--- src/rtl/ppi_port_array.sv ---
`default_nettype none
// ============================================================================
//  Module   : ppi_port_array
//  Purpose  : N independent W-bit peripheral ports, each run-time selectable
//             as simple I/O (mode 0) or strobed handshake I/O (mode 1), with
//             per-port interrupt and overrun flags behind a small host bus.
//  Options  : PPI_SYNC_EN - two-flop synchronizers on stb_n/ack_n/pin_in;
//             when undefined a single register stage samples the pins.
//  Revision : 1.0 - initial release
// ============================================================================
module ppi_port_array #(
   parameter int N = 3,
   parameter int W = 8
) (
   input  logic               clk,
   input  logic               reset,
   input  logic               cs_n,
   input  logic               rd_n,
   input  logic               wr_n,
   input  logic [3:0]         addr,
   input  logic [W-1:0]       din,
   output logic [W-1:0]       dout,
   output logic               dout_oe,
   input  logic [N*W-1:0]     pin_in,
   output logic [N*W-1:0]     pout,
   output logic [N-1:0]       poe,
   input  logic [N-1:0]       stb_n,
   input  logic [N-1:0]       ack_n,
   output logic [N-1:0]       ibf,
   output logic [N-1:0]       obf_n,
   output logic [N-1:0]       intr
);

   localparam logic [3:0] CTRL_ADDR = 4'(N);

   // host bus tracking
   logic             wr_n_q, wr_n_d;
   logic             rd_act_q, rd_act_d;
   logic [3:0]       rd_addr_q, rd_addr_d;
   logic             wr_commit, rd_start, rd_end, ctl_wr;

   // per-port state
   logic [N-1:0]          mode_q, mode_d, dir_q, dir_d, inte_q, inte_d;
   logic [N-1:0]          ibf_q, ibf_d, obf_n_q, obf_n_d, intr_q, intr_d, ovr_q, ovr_d;
   logic [N-1:0][W-1:0]   out_q, out_d, in_q, in_d;
   logic [3:0]            sel_q, sel_d;

   // pin-side sampling
   logic [N-1:0]          stb_src, ack_src;
   logic [N-1:0][W-1:0]   pin_src;
   logic [N-1:0]          stb_s_q, ack_s_q, stb_p_q, ack_p_q;
   logic [N-1:0][W-1:0]   pin_s_q;
   logic [N-1:0]          stb_fall, ack_rise, rd_port, wr_port, ctl_hit;
   logic [3:0]            stat;

`ifdef PPI_SYNC_EN
   logic [N-1:0]          stb_m_q, ack_m_q;
   logic [N-1:0][W-1:0]   pin_m_q;

   // first synchronizer stage for asynchronous pin inputs
   always_ff @(posedge clk) begin
      if (reset) begin
         stb_m_q <= '1;
         ack_m_q <= '1;
         pin_m_q <= '0;
      end else begin
         stb_m_q <= stb_n;
         ack_m_q <= ack_n;
         pin_m_q <= pin_in;
      end
   end
   assign stb_src = stb_m_q;
   assign ack_src = ack_m_q;
   assign pin_src = pin_m_q;
`else
   assign stb_src = stb_n;
   assign ack_src = ack_n;
   assign pin_src = pin_in;
`endif

   // final pin sample stage plus one-cycle history for edge detection
   always_ff @(posedge clk) begin
      if (reset) begin
         stb_s_q <= '1;
         ack_s_q <= '1;
         stb_p_q <= '1;
         ack_p_q <= '1;
         pin_s_q <= '0;
      end else begin
         stb_s_q <= stb_src;
         ack_s_q <= ack_src;
         stb_p_q <= stb_s_q;
         ack_p_q <= ack_s_q;
         pin_s_q <= pin_src;
      end
   end

   assign wr_commit = !cs_n && !wr_n && wr_n_q;
   assign rd_start  = !cs_n && !rd_n && !rd_act_q;
   assign rd_end    = rd_n && rd_act_q;
   assign ctl_wr    = wr_commit && (addr == CTRL_ADDR) && (din[3:0] < CTRL_ADDR);

   for (genvar i = 0; i < N; i++) begin : g_port
      assign stb_fall[i] = stb_p_q[i] & ~stb_s_q[i];
      assign ack_rise[i] = ~ack_p_q[i] & ack_s_q[i];
      assign rd_port[i]  = rd_end && (rd_addr_q == 4'(i));
      assign wr_port[i]  = wr_commit && (addr == 4'(i)) && !dir_q[i];
      assign ctl_hit[i]  = ctl_wr && (din[3:0] == 4'(i));
   end

   // next-state for bus tracking and all port handshakes
   always_comb begin
      wr_n_d    = wr_n;
      rd_act_d  = !cs_n && !rd_n;
      rd_addr_d = rd_start ? addr : rd_addr_q;
      mode_d    = mode_q;
      dir_d     = dir_q;
      inte_d    = inte_q;
      ibf_d     = ibf_q;
      obf_n_d   = obf_n_q;
      intr_d    = intr_q;
      ovr_d     = ovr_q;
      out_d     = out_q;
      in_d      = in_q;
      sel_d     = sel_q;
      for (int i = 0; i < N; i++) begin
         if (rd_end && (rd_addr_q == CTRL_ADDR) && (sel_q == 4'(i)))
            ovr_d[i] = 1'b0;
         if (mode_q[i]) begin
            if (dir_q[i]) begin
               // a strobe landing on the read-end cycle refills the emptied buffer
               if (rd_port[i])
                  ibf_d[i] = 1'b0;
               if (stb_fall[i]) begin
                  if (!ibf_d[i]) begin
                     in_d[i]  = pin_s_q[i];
                     ibf_d[i] = 1'b1;
                  end else begin
                     ovr_d[i] = 1'b1;
                  end
               end
               intr_d[i] = inte_q[i] & ibf_d[i] & stb_s_q[i];
            end else begin
               // a host write takes priority over a concurrent acknowledge
               if (wr_port[i]) begin
                  out_d[i]   = din;
                  obf_n_d[i] = 1'b0;
                  intr_d[i]  = 1'b0;
               end else begin
                  if (!ack_s_q[i])
                     obf_n_d[i] = 1'b1;
                  if (ack_rise[i])
                     intr_d[i] = inte_q[i];
               end
            end
         end else if (wr_port[i]) begin
            out_d[i] = din;
         end
         // control word overrides everything, aborting any handshake
         if (ctl_hit[i]) begin
            inte_d[i] = din[4];
            if (din[7]) begin
               mode_d[i]  = din[6];
               dir_d[i]   = din[5];
               out_d[i]   = '0;
               ibf_d[i]   = 1'b0;
               obf_n_d[i] = 1'b1;
               intr_d[i]  = 1'b0;
               ovr_d[i]   = 1'b0;
            end
         end
      end
      if (ctl_wr)
         sel_d = din[3:0];
   end

   // state register
   always_ff @(posedge clk) begin
      if (reset) begin
         wr_n_q    <= 1'b1;
         rd_act_q  <= 1'b0;
         rd_addr_q <= '0;
         mode_q    <= '0;
         dir_q     <= '1;
         inte_q    <= '0;
         ibf_q     <= '0;
         obf_n_q   <= '1;
         intr_q    <= '0;
         ovr_q     <= '0;
         out_q     <= '0;
         in_q      <= '0;
         sel_q     <= '0;
      end else begin
         wr_n_q    <= wr_n_d;
         rd_act_q  <= rd_act_d;
         rd_addr_q <= rd_addr_d;
         mode_q    <= mode_d;
         dir_q     <= dir_d;
         inte_q    <= inte_d;
         ibf_q     <= ibf_d;
         obf_n_q   <= obf_n_d;
         intr_q    <= intr_d;
         ovr_q     <= ovr_d;
         out_q     <= out_d;
         in_q      <= in_d;
         sel_q     <= sel_d;
      end
   end

   // host read mux: port data or status of the selected port
   always_comb begin
      stat = '0;
      dout = '0;
      for (int i = 0; i < N; i++) begin
         if (sel_q == 4'(i))
            stat = {ovr_q[i], inte_q[i], intr_q[i], dir_q[i] ? ibf_q[i] : ~obf_n_q[i]};
         if (addr == 4'(i))
            dout = !dir_q[i] ? out_q[i] : (mode_q[i] ? in_q[i] : pin_s_q[i]);
      end
      if (addr == CTRL_ADDR)
         dout = {{(W-4){1'b0}}, stat};
   end

   assign dout_oe = !cs_n && !rd_n && (addr <= CTRL_ADDR);
   assign pout    = out_q;
   assign poe     = ~dir_q;
   assign ibf     = ibf_q;
   assign obf_n   = obf_n_q;
   assign intr    = intr_q;

endmodule
`default_nettype wire

--- config.mk ---
export PLATFORM = sky130hd
export DESIGN_NAME = ppi_port_array
export DESIGN_NICKNAME = d
export VERILOG_FILES = /design/src/rtl/ppi_port_array.sv
export SDC_FILE = /design/constraint.sdc
export NUM_CORES = 1
export LEC_CHECK = 0
export ABC_AREA = 0
export CAP_MARGIN = 20
export CORE_MARGIN = 4
export CORE_UTILIZATION = 53
export DETAILED_ROUTE_END_ITERATION = 10
export PLACE_DENSITY = 0.78
export SKIP_CTS_REPAIR_TIMING = 1
export SYNTH_ARGS = -nofsm -noshare
export SYNTH_HDL_FRONTEND = slang
export SYNTH_SLANG_ARGS = --single-unit
export TNS_END_PERCENT = 30
--- constraint.sdc ---
create_clock -name clk -period 2 [get_ports clk]
set_clock_uncertainty 0.1 [all_clocks]
set_input_delay 0.3 -clock clk [delete_from_list [all_inputs] [get_ports clk]]
set_output_delay 0.3 -clock clk [all_outputs]
set_load 0.05 [all_outputs]
==> run summary, run 1 <==
For the pin with the worst max-slew slack, the measured transition is 0.5251 ns. Together, buffers and inverters on the worst path number 3. The final reports fail on setup timing. In this run, synthesis produced a sequential element count of 115. In the synthesized netlist the dominant register cell turns out to be dfxtp_1.

Setup violations remaining at the end of the flow were counted as 8. The signal on the critical path passes through buf_6 -> mux2i_2 -> a211oi_2 -> nor4_2 -> buf_4 -> a311oi_4 -> buf_12. The logs give 0 for the number of maximum-capacitance violations and 115 for the number of clock sinks.

The first global-routing pass estimated 23790 um of wire. The post-synthesis area per instance was 9.333 sq um. Synthesis produced a netlist whose cell count is 560. The detailed router finished its first iteration with 257 violations. Total core area: 0.009415 sq mm.

The run finished, with violations left. The logs give 0 for the total count of hold-check failures in the final report and 2 for the number of buffers on the longest clock path. The number of nets in the synthesized netlist is 607. The tools report the pin count of the biggest net entering global routing as 33. The end point of the worst hold path was pin_s_q[0]$_SDFF_PP0_. The class of the worst hold path was input pin to flip-flop.

The layout overhead on the synthesized area came out at 50.37%. In the final routed layout, each cell accounts on average for 18.53 um. The final worst setup slack was -0.4188 ns; the maximum single-stage delay on the critical path was 0.33 ns. Cell area after synthesis: 0.005226 sq mm. The share of total power dissipated in combinational logic is 8.9%.

Of the cells placed in the final design, the portion with a size suffix greater than 1 is 29.21%. After detailed routing, the number of vias per cell comes to 5.588. Of the total power, the clock network draws 51.4%. The reported leakage power was 3.391 nW. The origin of the critical flop-to-flop path was wr_n_q$_SDFF_PP1_.

Summed over all layers, the global routing overflow is 0. Once detail routing completed, the nets flagged for antenna violations numbered 0. The depth of the worst hold-timing path works out to 2.

The net switching power is 0.001418 W. Measured against its own limit, the worst slew margin works out to 64.94%. The number of cell instances on the worst register-to-register path works out to 6. The kind of cell with the highest combined delay along the critical path is buffers and inverters.

The half-perimeter wire length after detailed placement was 11130 um; the sequential fraction of the synthesis area was 44.05%. Most numerous cell in the Yosys netlist: dfxtp_1. The logs give 4 for the level count of the clock H-tree and 6 for the iteration count of the initial detailed-routing pass. Prior to clock tree synthesis, the placed netlist has a worst setup slack of -0.3893 ns. During placement, the flow inserted port buffers numbering 91. Setup repair after global routing could not meet its margin everywhere. The tools report the starting density of the core as 55.51%. For the worst vdd rail ir drop, the log shows 0.0006418 V. Of the total power, registers draw 39.8%.

For flop-to-flop paths, the worst setup slack is 0.13 ns. The tools report the critical path startpoint as mode_q[0]$_SDFFE_PP0P_. The minimum period implied by the final worst setup slack was 2.419 ns; the via count of the first global-routing pass was 4788.

The top achievable clock speed is 413.4 MHz. The run gives 2.02 ns as the data arrival time of the critical path. In the global route stage, overall resource usage came out at 26.92%. The number of clock buffers inserted by TritonCTS is 17, and the number of unique standard cell types used by synthesis is 48. Of all flip-flops after synthesis, the portion carrying an async set or reset was 0%. Summed over all layers, the routed wires come to 15710 um. In this run the most critical hold path is launched from pin_in[0]. The switching part of the total power works out to 23.90%. At the end of the flow, the number of nets in the layout was 753. The worst setup path is captured at an output pin.

By count the netlist is led by 115 x dfxtp_1, 82 x mux2i_1, 63 x nand2b_1, 53 x nor2_1. During I/O placement, the number of pins put on the boundary was 92. In this run the core area contains 35 standard-cell rows.

From bottom edge to top edge, the die measures 107.3 um. The largest fanout on the critical path came out at 5. The clock edge transition at the registers on the reported setup and hold paths came out at 0.06 ns. Ranked by total cell area, the synthesized netlist is headed by dfxtp_1 44%, mux2i_1 16%, nand2b_1 7.5%, nor2_1 3.8%, nor2b_1 3.4%.

The critical path crosses 7 cells after its start point. The type of element launching the critical path was a flip-flop. The tools report the required time at the endpoint of the critical path as 1.60 ns.

From left edge to right edge, the die measures 107.3 um. Cell with the largest stage delay on the worst path: dfxtp_2. After synthesis, the largest area contributor takes up 44.05% of total cell area.

The routed layout has 4739 vias. The tools report the number of max-slew violations in the final report as 0. The worst register-to-register path ends at pout[20]$_SDFF_PP0_. The die covers 0.01151 sq mm.

Routability-driven placement finished with a final weighted congestion of 0.9178. The clock reaches the later pin of the worst-skew pair after 0.53 ns. The number of flops mapped to enable cells by yosys was 0.

The run gives 0 as the initial antenna violation count. TritonCTS built the clock tree. The finished layout holds 848 standard cells, fillers aside.

The number of inserted diodes came out at 0. Of the available clock period, the critical path in the final layout requires 120.9%. The tools report the root buffer cell as clkbuf_8.

The logs give -2.965 ns for the total negative setup slack and 0 for the number of DRC violations after detailed routing. After detailed placement, the design holds a cell count of 814. The internal power came out at 0.004515 W. Yosys printed 0 warnings. For this design the ratio of total power to cell area is 755.0 mW/mm^2.

The critical path is of the flip-flop to output pin type. Of all cell types, the one taking the most synthesized area is dfxtp_1.
==> cell usage in the layout (no fill, tap or decap), types with 4 or more instances in the layout <==
| cell type | count |
|---|---|
| clkdlybuf4s50_1 | 45 |
| nor2_2 | 9 |
| dfxtp_4 | 6 |
| dlymetal6s2s_1 | 29 |
| nand4_1 | 6 |
| a211oi_2 | 13 |
| buf_12 | 12 |
| nand3_1 | 5 |
| nor2_1 | 53 |
| nand2b_1 | 63 |
| mux2i_1 | 76 |
| nor2b_1 | 28 |
| mux2i_2 | 5 |
| or2_2 | 15 |
| a211o_1 | 4 |
| nor4_4 | 4 |
| inv_1 | 9 |
| inv_6 | 4 |
| nor3_1 | 8 |
| nor3_2 | 4 |
| clkbuf_16 | 16 |
| clkinv_4 | 4 |
| dfxtp_2 | 4 |
| a211oi_4 | 4 |
| buf_4 | 72 |
| dfxtp_1 | 105 |
| nand2_1 | 11 |
| buf_6 | 7 |
| a21oi_1 | 16 |
| nand4b_1 | 4 |
| o21ai_0 | 10 |
==> worst max path at each step <==
stage                          to
after global placement    dout[2]
final                     dout[2]
after CTS                 dout[3]
after global routing      dout[2]
after detailed placement  dout[3]
after floorplan           dout[4]
==> logic make-up after synthesis <==
family | after synthesis | synth area share [%]
AND/OR/NAND/NOR | 233 | 25.54
flip-flops | 115 | 44.05
AO/OA/AOI/OAI | 77 | 9.935
multiplexers | 85 | 16.35
buffers and inverters | 50 | 4.118
==> per-stage QoR <==
stage	utilization [%]	instance area [sq um]	hold slack [ns]	power, W
5_1_grt	83.47	7859	0.2211	0.006100
4_1_cts	79.93	7526	-0.03351	0.005920
2_1_floorplan	-	5375	0.2768	0.002646
6_report	83.47	7859	0.2225	0.005933
3_3_place_gp	73.61	6930	0.3387	0.002889
3_5_place_dp	73.61	6930	0.3461	0.002899
==> registers in the layout (all words and copies together) (netlist names), 4 cells and up <==
name and flops:
in_q 24, pin_s_q 24, pout 24, rd_addr_q 4, sel_q 4
==> cell type report <==
| class | instances | area, sq um |
|---|---|---|
| Multi-Input combinational cell | 395 | 3035 |
| Sequential cell | 115 | 2330 |
| Timing Repair Buffer | 168 | 1703 |
| Fill cell | 570 | 1556 |
| Clock buffer | 18 | 417.9 |
| Clock inverter | 14 | 177.7 |
| Tap cell | 129 | 161.4 |
| Inverter | 9 | 33.78 |
==> worst register-to-register path, stage by stage (launching register included) <==
cell and delay, ns:
dfxtp_1 0.32, or3b_1 0.44, buf_4 0.20, nor4_4 0.16
buf_4 0.24, mux2i_1 0.22, nor2_1 0.08
==> power groups by stage <==
stage	logic [W]	registers (W)	clock network [W]
CTS	0.000491	0.00236	0.00307
detailed placement	0.000486	0.00241	0
finish	0.000525	0.00236	0.00305
global route	0.000555	0.00236	0.00318
floorplan	0.000235	0.00241	0
global placement	0.000478	0.00241	0
==> routing by layer <==
| layer | track usage (%) | wire length [um] | up-vias |
|---|---|---|---|
| li1 | - | - | 2239 |
| met1 | 31.28 | 6262 | 2280 |
| met2 | 47.45 | 8053 | 173 |
| met3 | 6.239 | 907 | 47 |
| met4 | 11.05 | 488 | 0 |
| met5 | 0 | 0 | - |
Note: power is estimated with default switching activity, not from simulation.
==> run 2: changes to the inputs <==
Settings changed: SLEW_MARGIN from default to 20.
==> results of run 2 <==
Final layout, timing and power as in run 1 (identical DEF).
==> run 3: changes to the inputs <==
Settings changed: ABC_CLOCK_PERIOD_IN_PS from default to 2000.
==> results of run 3 <==
Final layout, timing and power as in run 1 (identical DEF).
==> RTL edit 1 (flow settings as in run 1) <==
The option `PPI_SYNC_EN` is turned on by a define.
--- a/src/rtl/ppi_port_array.sv
+++ b/src/rtl/ppi_port_array.sv
@@ -8,6 +8,8 @@
 //             when undefined a single register stage samples the pins.
 //  Revision : 1.0 - initial release
 // ============================================================================
+`define PPI_SYNC_EN
+
 module ppi_port_array #(
    parameter int N = 3,
    parameter int W = 8
Function: changed (a bounded check fails within 4 cycles, from zero or initial values and one cycle with reset high).
==> RTL edit 1 against run 1 <==
The flow still finishes with violations (setup timing); final area grew 7.6%; sequential power grew 26%; routed wire length grew 10%; highest routed layer unchanged; via count grew 8.4%; die area grew 13%; sequential cell count grew 30; synthesized area grew 14%; setup slack gained 0.13 ns; total power grew 13%.
==> RTL edit 1: results (changes against run 1) <==
Status
  – Status: complete, but fails checks
  – Failing checks: setup timing

Timing
  – Final setup vio count: 8 (unchanged)
  – Fin worst setup slack: -0.2917 ns (+0.1271 ns)
  – Slew HR: 64.56% (-0.38 points)
  – Final TNS setup: -1.798 ns (+1.167 ns)

Route
  – Detailed Routing Iterations Pass 1: 5 (-1)
  – Vias per cell: 5.601 (+0.22%)
  – Initial DRC count: 391 (+52%)

Setup path
  – CP peak stage delay: 0.38 ns (+0.05 ns)
  – Worst-case reg-to-reg path depth: 5 (-1)
  – Critical path's top delay family: compound AO/OA/AOI/OAI gates
  – Slowest stage cell, crit path: dfxtp_4
  – Critical-path maximum fanout: 6 (+1)

Yosys
  – Yosys cell types: 52 (+8.3%)
  – Dominant cells by area after synthesis: dfxtp_1 49%, mux2i_1 11%, nor2b_1 5.4%
  – Synth Net Count: 669 (+10%)

Power and ir drop
  – VDD IR-drop max: 0.7812 mV (+22%)
  – Lkg Pwr: 3.508 nW (+3.4%)

Place
  – GP Congestion: 0.9000 (-1.9%)

Finish
  – Final #Nets: 811 (+7.7%)
  – Fillers: 758 (+33%)

Clocking
  – Clock Tree Root: clkbuf_16

Global route
  – Vias in the first global route: 5060 (+5.7%)
  – Global-route wire length before repair: 26900 um (+13%)
  – Pin count of the biggest net entering global routing: 64 (+94%)
## RTL edit 1: worst paths after layout
| check | start | end | slack (ns) |
|---|---|---|---|
| min | reset | sel_q[1] | 0.20 |
| max reg2reg | rd_addr_q[3] | in_q[0] | 0.23 |
| max | mode_q[2] | dout[2] | -0.29 |
| min reg2reg | ack_m_q[1] | ack_s_q[1] | 0.31 |
## RTL edit 1: cell type report
| type | instances | area share, % |
|---|---|---|
| Multi-Input combinational cell | 419 | 35.76 |
| Sequential cell | 145 | 34.64 |
| Timing Repair Buffer | 166 | 19.85 |
| Clock buffer | 19 | 5.236 |
| Tap cell | 140 | 2.071 |
| Clock inverter | 13 | 1.775 |
| Inverter | 15 | 0.6656 |
## RTL edit 1: cell families (layout without fill, tap and decap cells)
family,after synthesis,in the layout,share of synthesized area (%)
AO/OA/AOI/OAI,115,115,12.42
AND/OR/NAND/NOR,239,239,23.70
flip-flops,145,145,48.75
multiplexers,65,65,10.97
buffers and inverters,58,213,4.160
## RTL edit 1: power breakdown
part | switching [mW] | internal [mW] | total [mW]
clock | 1.29 | 1.90 | 3.19
sequential | 0.0330 | 2.95 | 2.98
combinational | 0.257 | 0.268 | 0.525
total | 1.58 | 5.11 | 6.69
## RTL edit 1: metal layers
metal	vias up	share of wire, %	global-route usage (%)
li1	2450	-	-
met1	2451	42	33.41
met2	193	50	45.67
met3	42	5.5	5.358
met4	0	2.4	9.660
met5	-	0	0
## RTL edit 1: through the flow
step	util [%]	total power, mW	worst slack (ns)	cells	instance area (sq um)
3_5_place_dp	69.11	3.545	-0.2815	881	7557
2_1_floorplan	-	3.280	-0.1410	622	6020
3_3_place_gp	69.11	3.535	-0.2422	881	7557
5_1_grt	77.36	6.893	-0.3428	917	8459
6_report	77.36	6.695	-0.2917	917	8459
4_1_cts	74.53	6.692	-0.6225	913	8150
==> RTL edit 2 (settings of run 1) <==
Made on the original files. Take the reset off `in_q` and load it in a clocked block of its own.
--- a/src/rtl/ppi_port_array.sv
+++ b/src/rtl/ppi_port_array.sv
@@ -188,7 +188,6 @@
          intr_q    <= '0;
          ovr_q     <= '0;
          out_q     <= '0;
-         in_q      <= '0;
          sel_q     <= '0;
       end else begin
          wr_n_q    <= wr_n_d;
@@ -202,9 +201,12 @@
          intr_q    <= intr_d;
          ovr_q     <= ovr_d;
          out_q     <= out_d;
-         in_q      <= in_d;
          sel_q     <= sel_d;
       end
+   end
+
+   always_ff @(posedge clk) begin
+      in_q <= in_d;
    end
 
    // host read mux: port data or status of the selected port
Function: differs if reset is asserted again (counterexample within 4 cycles, from zero or initial values and one cycle with reset high); with reset held inactive, the same outputs for 4 cycles.
==> RTL edit 2 against run 1 <==
The flow still finishes with violations (setup timing); routed wire length shrank 1.8%; largest power group unchanged; total power shrank 4.6%; core utilization shrank 4.1 points; critical endpoint is now dout[6]; critical path type unchanged; combinational power shrank 7.6%; register-to-register slack gained 0.17 ns; synthesized area shrank 3.9%; first-iteration DRC count grew 49%; final area shrank 6.7%; sequential cell count is the same; largest cell class is now registers; setup slack lost 0.13 ns.
==> RTL edit 2: results (changes against run 1) <==
Route
  – WL final: 15440 um (-1.8%)
  – Initial DRC count: 382 (+49%)

Finish
  – FF+latch area: 0.002565 sq mm (+10%)
  – Share of cells above drive strength 1: 27.69% (-1.5 points)
  – Inserted Diodes: 0 (unchanged)
  – Final #Nets: 695 (-7.7%)
  – Non-clk buf share: 22.22% (+0.56 points)
  – Clock-cell share: 7.334% (-0.24 points)
  – Nonclk inv count: 17 (+8)
  – Fillers: 559 (-1.9%)
  – Non-clk bufs: 163 (-3.0%)
  – Multi-input gate share of total cell area: 32.36% (-6.3 points)
  – Clock buf count: 20 (+2)

Yosys
  – Synth Area in Compound Gates: 12.28% (+2.3 points)
  – YS warnings: 0 (unchanged)
  – Yosys cell types: 60 (+25%)
  – Post-synth EDFFs: 24 (+24)
  – Dominant cells by area after synthesis: dfxtp_1 36%, edfxtp_1 14%, mux2i_1 8.8%
  – List of most frequent post-synthesis cells: 91 x dfxtp_1, 51 x nor2_1, 44 x mux2i_1
  – Mux contribution to synthesized area: 9.666% (-6.7 points)
  – XOR/XNOR share of the synthesized area: 0% (unchanged)
  – Synth Net Count: 548 (-9.7%)

Timing
  – Fin worst setup slack: -0.5469 ns (-0.1281 ns)
  – Final setup vio count: 8 (unchanged)
  – Worst-Margin Slew: 0.5328 ns (+0.007742 ns)

Setup path
  – Worst R2R Setup Slack: 0.30 ns (+0.17 ns)
  – CP peak stage delay: 0.46 ns (+0.13 ns)
  – Start point of the critical path: mode_q[1]
  – Setup crit end: dout[6]
  – Critical-path maximum fanout: 4 (-1)
  – Slowest stage cell, crit path: a2111oi_4
  – Worst-case reg-to-reg path depth: 5 (-1)
  – Crit path DAT: 2.15 ns (+0.13 ns)

Power and ir drop
  – Lkg Pwr: 3.284 nW (-3.2%)
  – VDD IR-drop max: 0.6297 mV (-1.9%)

Global route
  – Vias in the first global route: 4577 (-4.4%)
  – Global-route usage over all layers: 27.59% (+0.67 points)
  – Pin count of the biggest net entering global routing: 27 (-18%)
  – Global-route wire length before repair: 23810 um (about the same)

Status
  – Status: complete, but fails checks
  – Failing checks: setup timing

Place
  – DP Wirelength: 10650 um (-4.4%)
  – DP Worst Slack: -0.3355 ns (+0.05380 ns)
  – GP Congestion: 0.8727 (-4.9%)

Worst hold path
  – Min-delay src: reset
  – Min-Delay Endpoint: mode_q[1]
## RTL edit 2: cell types whose count changed after synthesis, moves of 8 or more
cell | before | now
edfxtp_1 | 0 | 24
nand3_1 | 5 | 15
buf_4 | 0 | 8
nand2b_1 | 63 | 10
dfxtp_1 | 115 | 91
a211oi_1 | 19 | 9
mux2i_1 | 82 | 44
a21oi_1 | 19 | 30
nor2_2 | 9 | 0
clkbuf_1 | 28 | 10
nand2_1 | 11 | 36
## RTL edit 2: through the flow
| stage | instances | hold WS [ns] | instance area, sq um | total power [mW] | TNS, ns |
|---|---|---|---|---|---|
| finish | 790 | 0.06340 | 7336 | 5.663 | -3.831 |
| CTS | 789 | 0.03503 | 7144 | 5.667 | -8.535 |
| floorplan | 501 | 0.2768 | 5106 | 2.704 | -0.9538 |
| global placement | 757 | 0.3150 | 6606 | 2.939 | -9.790 |
| detailed placement | 757 | 0.3200 | 6606 | 2.951 | -11.75 |
| global route | 790 | 0.04689 | 7336 | 5.810 | -4.384 |
## RTL edit 2: metal layers
layer,track usage [%],vias to the layer above,wire [um]
met3,6.614,62,1031
met2,47.77,222,7718
li1,-,2080,-
met4,10.03,0,610
met1,33.27,2151,6074
met5,0,-,0
## RTL edit 2: logic make-up (layout without fill, tap and decap cells)
logic type / after synthesis / after routing
buf+inv: 52 / 212
mux: 48 / 48
flops: 115 / 115
simple gates: 195 / 195
compound gates: 91 / 91
## RTL edit 2: worst max-delay path, delay by kind of cell (launching register included)
family | cells | cell delay [ns]
mux | 1 | 0.13
flops | 1 | 0.36
buf+inv | 3 | 0.43
simple gates | 1 | 0.09
compound gates | 2 | 0.62
## RTL edit 2: power by group
part | total [mW] | internal [mW] | switching (mW)
Combinational | 0.485 | 0.243 | 0.242
Sequential | 2.44 | 2.41 | 0.0306
Clock | 2.74 | 1.64 | 1.10
